--- config.mk ---
export PLATFORM = sky130hd
export DESIGN_NAME = hrange_ext
export DESIGN_NICKNAME = d
export VERILOG_FILES = /design/src/rtl/hrange_ext.sv
export SDC_FILE = /design/constraint.sdc
export NUM_CORES = 1
export LEC_CHECK = 0
export CAP_MARGIN = 20
export CORE_UTILIZATION = 35
export DETAILED_ROUTE_END_ITERATION = 8
export PLACE_DENSITY_LB_ADDON = 0.08
export REMOVE_ABC_BUFFERS = 1
export SLEW_MARGIN = 15
export SYNTH_ARGS = -nofsm -noshare
export SYNTH_HDL_FRONTEND = slang
export SYNTH_SLANG_ARGS = --single-unit
export TNS_END_PERCENT = 10
--- constraint.sdc ---
create_clock -name _clock -period 6.2 [get_ports _clock]
set_input_delay 1.24 -clock _clock [delete_from_list [all_inputs] [get_ports _clock]]
set_output_delay 1.24 -clock _clock [all_outputs]
set_load 0.03 [all_outputs]
--- src/rtl/hrange_ext.sv ---
// Range generator: emits range(base, limit, step) one signed element per accepted cycle.
// Ports: _clock/_reset(async low), _start/base/limit/step in, _wait stall, _0/_valid/_ready out; HRANGE_EXT_COUNT_EN adds _count.
module hrange_ext #(
  parameter int WIDTH = 32
) (
  input  logic             _clock,
  input  logic             _reset,
  input  logic             _start,
  input  logic [WIDTH-1:0] base,
  input  logic [WIDTH-1:0] limit,
  input  logic [WIDTH-1:0] step,
  input  logic             _wait,
  output logic [WIDTH-1:0] _0,
  output logic             _valid,
  output logic             _ready
`ifdef HRANGE_EXT_COUNT_EN
  ,
  output logic [WIDTH-1:0] _count
`endif
);

  typedef enum logic [1:0] {
    S_IDLE,
    S_CHECK,
    S_EMIT
  } state_t;

  state_t           r_state;
  state_t           w_state_n;
  logic [WIDTH-1:0] r_cur;
  logic [WIDTH-1:0] r_lim;
  logic [WIDTH-1:0] r_step;
  logic [WIDTH:0]   w_cur_x;
  logic [WIDTH:0]   w_lim_x;
  logic [WIDTH:0]   w_stp_x;
  logic [WIDTH:0]   w_nxt;
  logic             w_load;
  logic             w_adv;
  logic             w_cons;

  // Continuation test in WIDTH+1 bits so an overflowed
  // successor can never look like it is still in range.
  function automatic logic f_cont(
    input logic [WIDTH:0] x,
    input logic [WIDTH:0] lim,
    input logic [WIDTH:0] stp
  );
    logic pos;
    logic neg;
    pos = !stp[WIDTH] && (|stp);
    neg = stp[WIDTH];
    f_cont = (pos && ($signed(x) < $signed(lim)))
          || (neg && ($signed(x) > $signed(lim)));
  endfunction

  assign w_cur_x = {r_cur[WIDTH-1], r_cur};
  assign w_lim_x = {r_lim[WIDTH-1], r_lim};
  assign w_stp_x = {r_step[WIDTH-1], r_step};
  assign w_nxt   = w_cur_x + w_stp_x;

  always_comb begin
    w_state_n = r_state;
    w_load    = 1'b0;
    w_adv     = 1'b0;
    w_cons    = 1'b0;
    _valid    = 1'b0;
    _ready    = 1'b0;
    unique case (r_state)
      S_IDLE: begin
        _ready = 1'b1;
        if (_start) begin
          w_load    = 1'b1;
          w_state_n = S_CHECK;
        end
      end
      S_CHECK: begin
        if (f_cont(w_cur_x, w_lim_x, w_stp_x))
          w_state_n = S_EMIT;
        else
          w_state_n = S_IDLE;
      end
      S_EMIT: begin
        _valid = 1'b1;
        if (!_wait) begin
          w_cons = 1'b1;
          if (f_cont(w_nxt, w_lim_x, w_stp_x))
            w_adv = 1'b1;
          else
            w_state_n = S_IDLE;
        end
      end
      default: w_state_n = S_IDLE;
    endcase
  end

  always_ff @(posedge _clock or negedge _reset) begin
    if (!_reset) begin
      r_state <= S_IDLE;
      r_cur   <= '0;
      r_lim   <= '0;
      r_step  <= '0;
    end else begin
      r_state <= w_state_n;
      if (w_load) begin
        r_cur  <= base;
        r_lim  <= limit;
        r_step <= step;
      end else if (w_adv) begin
        r_cur <= w_nxt[WIDTH-1:0];
      end
    end
  end

  assign _0 = r_cur;

`ifdef HRANGE_EXT_COUNT_EN
  logic [WIDTH-1:0] r_count;

  always_ff @(posedge _clock or negedge _reset) begin
    if (!_reset)
      r_count <= '0;
    else if (w_load)
      r_count <= '0;
    else if (w_cons)
      r_count <= r_count + 1'b1;
  end

  assign _count = r_count;
`endif

endmodule

Word level (Yosys, flattened, before mapping)

Cells that the tools add are included.
W data, S select, Z words.

Multiplexer cells: 14
$mul: 0
Order comparisons: 4
Add/subtract/negate cells: 1
Shift-type cells: 0
Eq/ne operators: 5
Div/mod/pow operators: 0
Reductions and logical operators: 12
Bitwise operators: 0

Operator list:

| cell                 | count |
|---|---|
| $mux W32             | 2 |
| $add A32 B32 Y33     | 1 |
| $gt A33 B32 Y1       | 1 |
| $lt A33 B32 Y1       | 1 |
| $gt A32 B32 Y1       | 1 |
| $lt A32 B32 Y1       | 1 |
| $reduce_or A32 Y1    | 1 |
| $mux W2              | 4 |
| $mux W1              | 7 |
| $ne A2 B2 Y1 const B | 3 |
| $pmux W2 S3          | 1 |
| $logic_and A1 B1 Y1  | 5 |
| $reduce_and A3 Y1    | 1 |
| $eq A2 B1 Y1 const B | 1 |
| $eq A2 B2 Y1 const B | 1 |
| $logic_not A2 Y1     | 1 |
| $logic_or A1 B1 Y1   | 2 |
| $reduce_bool A2 Y1   | 1 |
| $logic_not A1 Y1     | 1 |

Flip-flop bits (word level): 98
Output and inout bits: 34
RAM bits: 0
Memory bits (read-only): 0
Bits in latches: 0
Memories kept: 0
Input bits: 100
Word-level logic and storage cells: 40

Depth between registers and ports, before layout

Gate-level depths: netlist (run 1).

Depth after elaboration: 9
Gate-level depth with buffers: 23
Depth with buffers taken out: 21

Worst setup path after synthesis (run 1)

No wires, ideal clock.

Path type: reg2reg
Start: register r_cur[0] (netlist: _0[0])
End: register r_cur[0] (netlist: _0[0])
Path buffers: 2
Cell stages (with the launch flop): 24
Arrival time: 4.784 ns
Library setup time: 0.124 ns
Data required time: 6.076 ns
Slack: 1.292 ns
Clock period less this slack: 4.908 ns
Cell sequence: dfrtp_1 > ha_1 > fa_1 > a211oi_1 > o21ai_0 > a21oi_1 > a21oi_1 > o32ai_1 > o21ai_0 > a21oi_1 > xor2_1 > inv_1 > ha_1 > a21oi_1 > o21ai_0 > a21oi_1 > o21ai_0 > nor4_1 > mux2_2 > o2111ai_4 > and2_4 > buf_6 > buf_12 > a21oi_2

Word-level cells in the longest chain between the ends: 8
Elaborated cells on any way between the ends: 12
Those cells by class: add/sub (1); order compare (2); mux (5); reduce/logical (4)

RTL lines:

| element                                                 | line   | RTL |
|---|---|---|
| start: declaration                                      | 30     | `logic [WIDTH-1:0] r_cur;` |
| start signal: assignment                                | 105    | `r_cur <= base;` |
| start signal: assignment                                | 109    | `r_cur <= w_nxt[WIDTH-1:0];` |
| $add A32 B32 Y33 (*)                                    | 59     | `assign w_nxt = w_cur_x + w_stp_x;` |
| $lt A33 B32 Y1 / $gt A33 B32 Y1 (equally long branches) | 52, 53 |  |
| $logic_and A1 B1 Y1, on equally long branches           | 52, 53 |  |
| $logic_or A1 B1 Y1                                      | 53     | `\|\| (neg && ($signed(x) > $signed(lim)));` |
| $mux W1                                                 | 86     | `if (f_cont(w_nxt, w_lim_x, w_stp_x))` |
| $mux W1                                                 | 84     | `if (!_wait) begin` |
| $mux W1                                                 | 68     | `unique case (r_state)` |
| $reduce_bool A2 Y1 (no line)                            | --     |  |

Mark *: on every way between the ends. The rest lies on a longest branch, timed or not. The select of a mux whose other input is x is not followed.
A chain may end at the register's enable or synchronous reset.

Worst setup path in the final report (run 1)

Start: register r_cur[0] (netlist: _0[0])
End: register r_cur[21] (netlist: _0[21])

The elaborated chain is that of the path after synthesis.

==> results of run 1 <==
-- sequential cells by signal (all words and copies together) (netlist names) --
name	count
r_step	32
r_lim	32
r_state	2
_0	32
-- routing by layer --
metal / wire (um) / GRT usage (%) / vias to the layer above / share of wire, %
met5: 0 / 0 / - / 0
met3: 1010 / 3.38 / 19 / 4.9
met4: 259 / 5.32 / 0 / 1.3
met1: 10200 / 29.8 / 2942 / 50
li1: - / - / 3206 / -
met2: 9130 / 32.6 / 126 / 44
-- path summary, 6_finish.rpt --
kind / cells past startpoint / to / startpoint
worst min-delay path: 2 / r_step[0] / r_step[0]
max in group asynchronous: 3 / _0[31] / _reset
worst max register to register: 22 / _0[21] / _0[0]
worst min register to register: 2 / r_step[0] / r_step[0]
worst max-delay path: 22 / _0[21] / _0[0]
min in group asynchronous: 1 / r_lim[9] / _reset
-- layout by cell type (no fill, tap or decap), types with 2 or more instances in the layout --
cell	synthesis	final
o21ai_0	64	64
xnor2_1	14	14
o21a_1	3	3
o21bai_1	9	9
nand3_1	18	18
xor2_1	13	13
nor3_1	9	9
o211ai_1	2	2
clkdlybuf4s50_1	0	132
or2_2	2	2
nand2_1	170	169
o21ai_1	2	2
inv_1	67	66
a21o_1	11	11
nor4_1	10	10
buf_4	0	6
and4_1	3	3
a31oi_1	8	8
o31a_1	2	2
o221a_1	2	2
a211oi_1	12	12
o22ai_1	26	26
clkbuf_8	0	3
o221ai_1	2	2
ha_1	97	97
clkbuf_16	0	9
a311o_1	2	2
a41oi_1	2	2
a21oi_1	53	53
nor2_1	21	21
mux2i_1	4	4
a21oi_2	21	21
nor2b_1	6	6
and3_1	6	6
and2_1	2	2
nand2b_1	8	8
dfrtp_1	98	98
nand4_1	12	12
a221oi_1	2	2
-- stage by stage --
step                      instances  utilization (%)  cell area (sq um)
final                          1224             45.8               9020
after global routing           1224             45.8               9020
after CTS                      1223             45.6               8990
after detailed placement       1207             44.0               8670
after global placement         1207             44.0               8670
after floorplan                 804                -               6970
-- critical path: stages (launching register included) --
cell and delay [ns]:
dfrtp_1 0.40, ha_1 0.25, fa_1 0.44, a211oi_1 0.35, o21ai_0 0.15, a21oi_1 0.30, a21oi_1 0.16, o32ai_2 0.39
o21ai_0 0.15, a21oi_1 0.19, xor2_1 0.23, inv_1 0.07, ha_1 0.29, a21oi_1 0.14, o21ai_0 0.09, a21oi_1 0.13
o21ai_0 0.13, nor4_1 0.33, mux2_2 0.41, o2111ai_4 0.18, buf_4 0.30, nand2_1 0.18, o221a_2 0.28
-- layout make-up --
class	count	area, sq um
Tap cell	265	332
Multi-Input combinational cell	639	4280
Timing Repair Buffer	139	1390
Fill cell	1991	10700
Clock inverter	3	46.3
Clock buffer	13	270
Inverter	67	253
Sequential cell	98	2450
-- cells by family after synthesis --
group                    after synthesis
buffers and inverters                 95
adder cells (fa/ha/maj)               98
AND/OR/NAND/NOR                      273
flip-flops                            98
multiplexers                           6
AO/OA/AOI/OAI                        235
XOR/XNOR                              27
==> results.md, run 1 <==
- Total global routing overflow: 0
- Total length of routed wires: 20,600 um
- Top post-synthesis cells by count: nand2_1 (170), dfrtp_1 (98), ha_1 (97)
- Crit path capture type: flop
- Die Area: 20,900 sq um
- Hold Fails Final Rpt: 0
- Area contributors post-synth: dfrtp_1 (34%), ha_1 (17%), nand2_1 (9.0%), o21ai_0 (4.5%), a21oi_1 (3.7%)
- Synth Warn #: 0
- Final Hold Slack: 0.513 ns
- Post-CTS Setup Bufs: 0
- Relative slew margins: 59.3%
- Layout Nets: 1,152
- Max Clock Freq: 0.177 GHz
- Post-Synth Adder-Cell Area: 17.3%
- Mux cell area share after synthesis: 0.914%
- CTS resizes: 0
- Netlist cell types: 60
- Setup TNS: 0 ns
- Hold Path Class: reg2reg
- CTS Sinks: 98
- Die Y-Extent: 145 um
- Max Transition Viols Final: 0
- Pre-CTS setup slack: 0.443 ns
- GRT Resource Usage Total: 20.9%
- Post-synthesis sequential area ratio: 34.4%
- Period minus WS final: 5.67 ns
- Iteration-0 DRC count of the detailed router: 277
- Post-route ant nets: 0
- Clock Skew: 0.00754 ns
- Req. time, crit path: 6.45 ns
- Worst-Margin Slew: 0.607 ns
- Area leader, netlist: dfrtp_1
- EDFF count, synth: 0
- Synth top area share: 34.4%
- MaxCap Viol Count: 0
- Initial antenna violation count: 0
- Die width: 145 um
- Clock latency on the worst-skew pair: 0.36 ns
- TritonCTS Buffers: 9
- Most common cell in the netlist: nand2_1
- HPWL Detailed: 16,100 um
- Largest family of logic cells by synthesized area: compound AO/OA/AOI/OAI gates
- Ports: 134
- IO Port Bufs: 133
- CP startpoint kind: flop
- H-tree level count: 3
- Simple-gate share of the synthesized area: 17.1%
- WL/cell: 16.8 um
- Post-synthesis cell count: 832
- Status: finished clean
- Final worst-path cycle share: 91.4%
- Share of post-route cells with drive strength above 1: 5.84%
- First-pass GRT wire length: 33,200 um
- CTS tree: built
- Syn-to-layout area delta: 26.7%
- Via/cell ratio: 5.14
- # diodes: 0
- Max clock buf depth: 2
- Xor and xnor area share after synthesis: 3.32%
- Pin count of the biggest net entering global routing: 80
- Clk pin slew, worst setup/hold paths: 0.07 ns
- Worst EP arrival: 5.91 ns
- CP max FO: 14
- Syn avg cell area: 8.56 sq um
- FP Rows: 51
- Synth Flop Type: dfrtp_1
- Post-synthesis compound-gate area fraction: 21.2%
- Final worst slack: 0.534 ns
- Vias in the first global route: 6,180
- Initial Utilization: 36.1%
- Unrepaired setup endpoints after global routing: false
- # DRC: 0
- Drt first pass iters: 6
- CTS root buf: clkbuf_16
- Hold_buf cts: 0
- Critical path type: reg2reg
- Ys async rst share: 100%
- CORE AREA: 19,700 sq um
- Overall via count from detail_route: 6,293
- Post-Syn Area: 7120 sq um
- Final setup fails: 0
- Synthesis-stage register bit count: 98
- GPL Wtd Cong: 0.855
- Reg-to-reg setup timing slack: 0.53 ns
Power of run 1 is not shown: default switching activity piles up to over one toggle a cycle in this logic, so the estimate is an artifact.
==> inputs of run 2 (changes only) <==
--- a/config.mk
+++ b/config.mk
@@ -9,6 +9,7 @@
 export CORE_UTILIZATION = 35
 export DETAILED_ROUTE_END_ITERATION = 8
 export PLACE_DENSITY_LB_ADDON = 0.08
+export RECOVER_POWER = 25
 export REMOVE_ABC_BUFFERS = 1
 export SLEW_MARGIN = 15
 export SYNTH_ARGS = -nofsm -noshare
==> run 2 against run 1 <==
  * The run now ends with capacitance limit, slew limit left
  * Clock skew is 0.00077 ns lower
  * Fmax hardly changed
  * Routed wire length hardly changed
  * Clock-buffer cell count stayed put
  * Worst hold slack hardly changed
  * Setup slack worse by 0.0028 ns
  * Die area stayed put
  * Core utilization is 0.11 points lower
  * Final cell count stayed put
  * Global-route usage stayed put
  * Sequential share of layout area is 0.068 points higher
  * First-iteration DRC count is 1.4% higher
  * Critical path type unchanged
==> results.md, run 2 (synthesis gave the netlist of run 1 again) <==
- Iteration-0 DRC count of the detailed router: 281 (+1.4%)
- Post-CTS Setup Bufs: 0 (unchanged)
- Final Util: 45.6% (-0.11 points)
- Final cell count without fillers: 1,224 (unchanged)
- Hold Fails Final Rpt: 0 (unchanged)
- Syn-to-layout area delta: 26.4%
- Most frequent cells in the layout: nand2_1 (169), clkdlybuf4s50_1 (132), dfrtp_1 (98)
- Critical path type: reg2reg
- Total global routing overflow: 0 (unchanged)
- Req. time, crit path: 6.45 ns (about the same)
- CP startpoint kind: flop
- Crit path capture type: flop
- Setup TNS: 0 ns (unchanged)
- # fillers: 1,995 (+0.20%)
- CTS root buf: clkbuf_16
- CTS Sinks: 98 (unchanged)
- Vias in the first global route: 6,180 (unchanged)
- Clock latency on the worst-skew pair: 0.36 ns (about the same)
- H-tree level count: 3 (unchanged)
- Pin count of the biggest net entering global routing: 80 (unchanged)
- Die Area: 20,900 sq um (unchanged)
- # DRC: 0 (unchanged)
- Unrepaired setup endpoints after global routing: false
- IO Port Bufs: 133 (unchanged)
- Share of post-route cells with drive strength above 1: 5.53% (-0.31 points)
- First-pass GRT wire length: 33,200 um (unchanged)
- Final worst-path cycle share: 91.4% (about the same)
- Max clock buf depth: 2 (unchanged)
- Reg-to-reg setup timing slack: 0.53 ns (about the same)
- Clock Skew: 0.00677 ns (-0.000772 ns)
- TritonCTS Buffers: 9 (unchanged)
- Period minus WS final: 5.67 ns (+0.00283 ns)
- Total length of routed wires: 20,600 um (about the same)
- Placed Cells: 1,207 (unchanged)
- Drt first pass iters: 6 (unchanged)
- HPWL Detailed: 16,100 um (unchanged)
- Final setup fails: 0 (unchanged)
- Worst-Margin Slew: 2.28 ns (+1.67 ns)
- WL/cell: 16.8 um (about the same)
- Failing checks: capacitance limit, slew limit
- Initial antenna violation count: 0 (unchanged)
- Finished Cell Area: 9000 sq um (-0.25%)
- Initial Utilization: 36.1% (unchanged)
- Die Y-Extent: 145 um (unchanged)
- Ports: 134 (unchanged)
- Die width: 145 um (unchanged)
- CORE AREA: 19,700 sq um (unchanged)
- Max Transition Viols Final: 82 (+82)
- Via/cell ratio: 5.13 (-0.16%)
- Layout Nets: 1,152 (unchanged)
- # diodes: 0 (unchanged)
- CTS tree: built
- Post-route ant nets: 0 (unchanged)
- GPL Wtd Cong: 0.855 (unchanged)
- Hold_buf cts: 0 (unchanged)
- Max Clock Freq: 0.176 GHz (about the same)
- Placed cell areas: 8670 sq um (unchanged)
- Commonest non-fill, non-tap cell in the layout: nand2_1
- MaxCap Viol Count: 2 (+2)
- Status: finished with violations
- Worst EP arrival: 5.92 ns (about the same)
- Overall via count from detail_route: 6,283 (-0.16%)
- Clk pin slew, worst setup/hold paths: 0.07 ns (about the same)
- Relative slew margins: -52.2% (-110 points)
- CP max FO: 14 (unchanged)
- GRT Resource Usage Total: 20.9% (unchanged)
- Hold Path Class: reg2reg
- FP Rows: 51 (unchanged)
run 2: changes by cell type in the layout (fill, tap and decap cells not counted):
cell,delta
buf_4,-2
clkbuf_1,+2
buf_16,-1
dlymetal6s2s_1,+1
run 2: final cells by class:
cell class                 count  area, sq um  share of cell area (%)
clock buffer                  13          270                    3.00
clock inverter                 3         46.3                   0.514
inverter                      67          253                    2.81
multi-input combinational    639         4280                    47.5
sequential                    98         2450                    27.2
tap                          265          332                    3.68
timing repair buffer         139         1370                    15.2
run 2: worst max-delay path: stages, from the launching register on:
cell and delay [ns]:
dfrtp_1 0.40, ha_1 0.25, fa_1 0.44, a211oi_1 0.35, o21ai_0 0.15, a21oi_1 0.30, a21oi_1 0.16, o32ai_2 0.39
o21ai_0 0.15, a21oi_1 0.19, xor2_1 0.23, inv_1 0.07, ha_1 0.29, a21oi_1 0.14, o21ai_0 0.10, a21oi_1 0.13
o21ai_0 0.13, nor4_1 0.33, mux2_2 0.41, o2111ai_4 0.18, buf_4 0.30, nand2_1 0.18, o221a_2 0.28
run 2: through the flow:
stage | hold WS, ns | setup slack (ns)
CTS | 0.522 | 0.403
global placement | 0.497 | 0.662
global route | 0.551 | 0.109
detailed placement | 0.505 | 0.443
floorplan | 0.472 | 0.963
finish | 0.513 | 0.531
run 2: metal layers:
layer | share of wire [%] | up-vias | routed length, um | global-route usage [%]
met5 | 0 | - | 0 | 0
met4 | 1.3 | 0 | 259 | 5.32
met3 | 4.8 | 19 | 988 | 3.38
met2 | 44 | 128 | 9150 | 32.6
met1 | 49 | 2935 | 10200 | 29.8
li1 | - | 3201 | - | -
run 2: worst paths after layout:
kind,start,end,cells past startpoint
min in group asynchronous,_reset,r_lim[9],1
setup / recovery,_0[0],_0[21],22
setup reg to reg,_0[0],_0[21],22
max in group asynchronous,_reset,_0[31],3
hold / removal,r_step[0],r_step[0],2
hold reg to reg,r_step[0],r_step[0],2
run 2: repair_timing:
action / 4_1_cts / 5_1_grt
resized for setup: 0 / 1
setup endpoints to repair: 0 / 21
hold endpoints to repair: 0 / 0
Power of run 2 is left out for the same reason.
